==> src/rtl/ieee754_packer.sv <==
// Purpose : normalise (one shift per cycle), round-to-nearest-even and pack an
//           extended FP adder result into an IEEE754 single, with status flags.
// Latency : NaN/Inf 1 cycle; normal results 3 cycles plus one per NORM shift.
// Backpressure: one operation in flight; in_ready low from accept until the
//           result is taken; out_valid/out_data held while out_ready is low.
// Ports   : clk, rst (sync, active-high); in_valid/in_ready/in_data[36:0]/in_carry;
//           out_valid/out_ready/out_data[31:0]/out_ovf/out_inx/out_zero.
module ieee754_packer #(
    parameter int EXP_W  = 8,
    parameter int FRAC_W = 23,
    parameter int GRS_W  = 4
) (
    input  logic                                 clk,
    input  logic                                 rst,
    input  logic                                 in_valid,
    output logic                                 in_ready,
    input  logic [EXP_W+FRAC_W+GRS_W+1:0]        in_data,
    input  logic                                 in_carry,
    output logic                                 out_valid,
    input  logic                                 out_ready,
    output logic [EXP_W+FRAC_W:0]                out_data,
    output logic                                 out_ovf,
    output logic                                 out_inx,
    output logic                                 out_zero
);
    localparam int IN_W  = EXP_W + FRAC_W + GRS_W + 2;
    localparam int OUT_W = EXP_W + FRAC_W + 1;
    localparam int M_W   = FRAC_W + GRS_W + 2;   // {carry, hidden, frac, grs}
    localparam int E_W   = EXP_W + 1;            // extra bit for overflow detect
    localparam int CB    = M_W - 1;              // carry bit index
    localparam int HB    = M_W - 2;              // hidden bit index
    localparam int GB    = GRS_W - 1;            // guard bit index
    localparam logic [E_W-1:0]   E_MAX = {1'b0, {EXP_W{1'b1}}};
    localparam logic [OUT_W-1:0] QNAN  = {1'b0, {EXP_W{1'b1}}, 1'b1, {(FRAC_W-1){1'b0}}};

    typedef enum logic [1:0] {IDLE, NORM, ROUND, OUT} state_t;

    state_t             state_q, state_d;
    logic               s_q, s_d;
    logic [E_W-1:0]     e_q, e_d;
    logic [M_W-1:0]     m_q, m_d;
    logic               sticky_q, sticky_d;
    logic               in_ready_q, in_ready_d;
    logic               out_valid_q, out_valid_d;
    logic [OUT_W-1:0]   out_data_q, out_data_d;
    logic               out_ovf_q, out_ovf_d;
    logic               out_inx_q, out_inx_d;
    logic               out_zero_q, out_zero_d;

    // Rounding temporaries
    logic               rup;
    logic [M_W-1:0]     m_r;
    logic [E_W-1:0]     e_r;

    always_comb begin
        state_d    = state_q;
        s_d        = s_q;
        e_d        = e_q;
        m_d        = m_q;
        sticky_d   = sticky_q;
        out_data_d = out_data_q;
        out_ovf_d  = out_ovf_q;
        out_inx_d  = out_inx_q;
        out_zero_d = out_zero_q;
        rup        = 1'b0;
        m_r        = m_q;
        e_r        = e_q;

        case (state_q)
            IDLE: begin
                if (in_valid) begin
                    s_d        = in_data[IN_W-1];
                    e_d        = {1'b0, in_data[IN_W-2 -: EXP_W]};
                    m_d        = {in_carry, in_data[HB:0]};
                    sticky_d   = 1'b0;
                    out_ovf_d  = 1'b0;
                    out_inx_d  = 1'b0;
                    out_zero_d = 1'b0;
                    if (in_data[IN_W-2 -: EXP_W] == {EXP_W{1'b1}}) begin
                        // NaN loses its sign and payload; infinity passes through.
                        if (in_data[HB-1:GRS_W] != '0)
                            out_data_d = QNAN;
                        else
                            out_data_d = {in_data[IN_W-1], {EXP_W{1'b1}}, {FRAC_W{1'b0}}};
                        state_d = OUT;
                    end else begin
                        state_d = NORM;
                    end
                end
            end

            NORM: begin
                if (m_q[CB]) begin
                    // Right shift keeps the lost bit alive in the sticky position.
                    m_d      = {1'b0, m_q[CB:2], m_q[1] | m_q[0]};
                    sticky_d = sticky_q | m_q[0];
                    e_d      = e_q + E_W'(1);
                    if (e_q + E_W'(1) == E_MAX) begin
                        out_data_d = {s_q, {EXP_W{1'b1}}, {FRAC_W{1'b0}}};
                        out_ovf_d  = 1'b1;
                        out_inx_d  = 1'b1;
                        state_d    = OUT;
                    end
                end else if (m_q[HB:0] == '0) begin
                    out_data_d = {s_q, {(OUT_W-1){1'b0}}};
                    out_zero_d = 1'b1;
                    out_inx_d  = sticky_q;
                    state_d    = OUT;
                end else if (e_q == '0 && m_q[HB]) begin
                    // Denormal-encoded input that is actually normal.
                    e_d     = E_W'(1);
                    state_d = ROUND;
                end else if (!m_q[HB] && e_q > E_W'(1)) begin
                    m_d = m_q << 1;
                    e_d = e_q - E_W'(1);
                end else begin
                    // Normalised, or out of exponent range: a denormal result.
                    if (!m_q[HB])
                        e_d = '0;
                    state_d = ROUND;
                end
            end

            ROUND: begin
                rup = m_q[GB] && ((|m_q[GB-1:0]) || m_q[GRS_W]);
                m_r = m_q + (M_W'(rup) << GRS_W);
                e_r = e_q;
                if (m_r[CB]) begin
                    m_r = m_r >> 1;
                    e_r = e_q + E_W'(1);
                end
                if (e_r == E_MAX) begin
                    out_data_d = {s_q, {EXP_W{1'b1}}, {FRAC_W{1'b0}}};
                    out_ovf_d  = 1'b1;
                    out_inx_d  = 1'b1;
                end else begin
                    // Rounding a denormal up into the normal range.
                    if (e_r == '0 && m_r[HB])
                        e_r = E_W'(1);
                    out_data_d = {s_q, e_r[EXP_W-1:0], m_r[HB-1 -: FRAC_W]};
                    out_inx_d  = sticky_q | (|m_q[GB:0]);
                end
                m_d     = m_r;
                e_d     = e_r;
                state_d = OUT;
            end

            OUT: begin
                if (out_ready)
                    state_d = IDLE;
            end

            default: state_d = IDLE;
        endcase

        in_ready_d  = (state_d == IDLE);
        out_valid_d = (state_d == OUT);
    end

    always_ff @(posedge clk) begin
        if (rst) begin
            state_q     <= IDLE;
            s_q         <= 1'b0;
            e_q         <= '0;
            m_q         <= '0;
            sticky_q    <= 1'b0;
            in_ready_q  <= 1'b1;
            out_valid_q <= 1'b0;
            out_data_q  <= '0;
            out_ovf_q   <= 1'b0;
            out_inx_q   <= 1'b0;
            out_zero_q  <= 1'b0;
        end else begin
            state_q     <= state_d;
            s_q         <= s_d;
            e_q         <= e_d;
            m_q         <= m_d;
            sticky_q    <= sticky_d;
            in_ready_q  <= in_ready_d;
            out_valid_q <= out_valid_d;
            out_data_q  <= out_data_d;
            out_ovf_q   <= out_ovf_d;
            out_inx_q   <= out_inx_d;
            out_zero_q  <= out_zero_d;
        end
    end

    assign in_ready  = in_ready_q;
    assign out_valid = out_valid_q;
    assign out_data  = out_data_q;
    assign out_ovf   = out_ovf_q;
    assign out_inx   = out_inx_q;
    assign out_zero  = out_zero_q;
endmodule

==> config.mk <==
export PLATFORM = sky130hd
export DESIGN_NAME = ieee754_packer
export DESIGN_NICKNAME = d
export VERILOG_FILES = /design/src/rtl/ieee754_packer.sv
export SDC_FILE = /design/constraint.sdc
export NUM_CORES = 1
export LEC_CHECK = 0
export BUFFER_PORTS_ARGS = -buffer_cell sky130_fd_sc_hd__buf_2
export CORE_MARGIN = 8
export CORE_UTILIZATION = 51
export CTS_CLUSTER_SIZE = 25
export DETAILED_ROUTE_END_ITERATION = 12
export HOLD_SLACK_MARGIN = 0.12
export PLACE_DENSITY = 0.74
export SLEW_MARGIN = 5
export SYNTH_ARGS = -nofsm -noshare
export SYNTH_HDL_FRONTEND = slang
export SYNTH_SLANG_ARGS = --single-unit
==> constraint.sdc <==
create_clock -name clk -period 4.65 [get_ports clk]
set_input_delay 0.465 -clock clk [delete_from_list [all_inputs] [get_ports clk]]
set_output_delay 0.465 -clock clk [all_outputs]
set_load 0.1 [all_outputs]
==> results_dict.tcl <==
set metrics [dict create \
    crit_fanout 19 \
    synth-edff-count 0 \
    fp.dieArea_sq_um 15470 \
    worstSetupEndpoint "m_q[2]" \
    insertion_delay_ns 0.35 \
    grt_start_max_net_pins 52 \
    mostFrequentLayoutCells "nand2_1, dfxtp_1, buf_2" \
    first_global_vias 6221 \
    cts_num_sinks 79 \
    rr_startpoint "m_q[3]" \
    ir_worst_vdd_mv 0.7843 \
    r2r_cells 9 \
    worst_slack_ns 1.043 \
    synth_area_leaders "dfxtp_1, nand2_1, a221oi_1, nor2_1, nand3_1" \
    skew_ns 0.009173 \
    numCtsBuffers 9 \
    ys_ff_latch 79 \
    port_buffers 78 \
    dp_slack_ns 1.133 \
    grt_pass1_wl_um 33410 \
    syn_area_sq_um 5991 \
    area_growth_pct 10.46 \
    vias_per_cell 6.907 \
    hold_viol 0 \
    cts_resized 0 \
    drt-initial-drc-count 931 \
    finalCriticalPeriod_ns 3.607 \
    ios 79 \
    crit_required_ns 4.88 \
    start_util_pct 52.24 \
    rows 39 \
    diodes 0 \
    holdBufCountCts 0 \
    cts_setup_buffers 0 \
    grt-ovfl-total 0 \
    period_share_pct 77.56 \
    clk_pin_slew_ns 0.06 \
    cts_buffer_depth 2 \
    rrSetupSlack_ns 1.04 \
    core_sq_um 11470 \
    gp_congestion 0.9297 \
    status "finished clean" \
    htreeDepth 3 \
    synthCells 800 \
    fin_nets 875 \
    async_flop_share_pct 0 \
    r2r_end "m_q[2]" \
    fin_setup_tns_ns 0 \
    fillCellCount 1094 \
    critical_path.startpoint "m_q[3]" \
    slew_headroom_pct 27.01 \
    final_common_cell "nand2_1" \
    rsz0062_at_grt "no" \
    worst_slew_pin_slew_ns 1.095 \
    dr_total_vias 6700 \
    grt_antenna_before_repair 0 \
    postRouteAntennaNets 0 \
    cts-root-buf "clkbuf_16" \
    drc_errors 0 \
    grt.total_usage_pct 25.83 \
    cts_tree "built" \
    wl_um 21170 \
    finalSetupViolCount 0 \
    powerDensity_nw_per_um2 712.3 \
    ys_warn_count 0 \
    synth_largest_area_cell "dfxtp_1" \
    synthesis.nets 852 \
    worstSetupEndpointType "flop" \
    die_h_um 124.4 \
    ys.flop_type "dfxtp_1" \
    synth.avg_cell_area_sq_um 7.488 \
    synth_cell_types 80 \
    crit_type "flop to flop" \
    cap_violations 0 \
    yosysTopAreaCellShare_pct 26.40 \
    synth_seq_area_share_pct 26.40 \
    worstPathArrival_ns 3.83 \
    power.leakage_nw 2.387 \
    slew_viol_final 0 \
    min_path_type "input pin to flop" \
    hpwl_um 15010 \
    layout-drive-gt1-share_pct 15.96 \
    wl_per_cell_um 21.83 \
    start_kind "flop" \
    die_x_um 124.4 \
    timing.fmax_ghz 0.2773 \
    dr.pass1.iters 5 \
]
worst min-delay path by stage:
stage	startpoint	end	depth (start not counted)
floorplan	s_q	s_q	2
global placement	out_data[13]	out_data[13]	1
detailed placement	out_data[16]	out_data[16]	1
CTS	in_data[36]	s_q	3
global route	in_carry	m_q[28]	3
finish	in_data[36]	s_q	3
cell usage after synthesis (8+ instances only):
cell type	count
a221oi_1	26
nor3_1	26
o211ai_1	16
nor4_1	24
nand2_1	87
buf_2	21
xnor2_1	19
and3_1	8
nand3_1	44
o21ai_0	40
xor2_1	11
dfxtp_1	79
a211o_1	8
a31oi_1	11
inv_1	12
o2bb2ai_1	21
clkbuf_1	55
ha_1	10
nor2_1	59
a21oi_1	42
nand4_1	16
or3_1	8
routing by layer:
layer  up-vias  global-route usage (%)  wire length [um]
met4         0                   11.20               601
li1       3089                       -                 -
met5         -                       0                 0
met1      3155                   33.43              8962
met2       411                   40.14              9520
met3        45                   5.872              2088
flip-flops by register name, summed over array words and instances (netlist names):
signal and count:
out_ovf 1, out_inx 1, e_q 9, sticky_q 1, state_q 2, out_zero 1, s_q 1, in_ready 1
m_q 29, out_data 32, out_valid 1
logic make-up after synthesis:
logic type	count (synthesis)	synth area share (%)
and+or+nand+nor	313	26.44
DFF	79	26.40
xor gates and xnor gates	30	4.386
AOI/OAI and AO/OA	260	32.18
muxes	8	1.358
adders and majority gates	10	2.089
buffers and inverters	100	7.143
report_power, final:
part           internal, mW  switching (mW)
combinational         0.927            1.96
sequential            0.845           0.291
clock                 0.390           0.299
total                  2.16            2.55
critical path, stage by stage (launching register included):
cell      delay (ns)
dfxtp_1         0.46
and2_1          0.18
ha_1            0.19
nand3_2         0.18
or4_1           0.74
nor3_4          0.62
nor2_4          0.25
o21ai_1         0.33
a221oi_1        0.14
o41ai_1         0.38
per-stage QoR:
| stage | power, mW | instances | hold WS (ns) | cell area, sq um | utilization [%] |
|---|---|---|---|---|---|
| 2_1_floorplan | 3.269 | 800 | 0.4329 | 5991 | - |
| 3_3_place_gp | 3.903 | 955 | 0.4387 | 6335 | 55.24 |
| 3_5_place_dp | 3.942 | 955 | 0.4419 | 6335 | 55.24 |
| 4_1_cts | 4.637 | 970 | 0.3790 | 6618 | 57.71 |
| 5_1_grt | 4.983 | 970 | 0.3892 | 6618 | 57.71 |
| 6_report | 4.714 | 970 | 0.3853 | 6618 | 57.71 |
cell type report:
cell class | count | area [sq um] | area share (%)
Clock buffer | 11 | 252.7 | 3.819
Sequential cell | 79 | 1582 | 23.90
Clock inverter | 4 | 30.03 | 0.4538
Inverter | 15 | 56.30 | 0.8508
Timing Repair Buffer | 97 | 533.0 | 8.054
Multi-Input combinational cell | 621 | 3985 | 60.22
Tap cell | 143 | 178.9 | 2.704
Note: power is estimated with default switching activity, not from simulation.
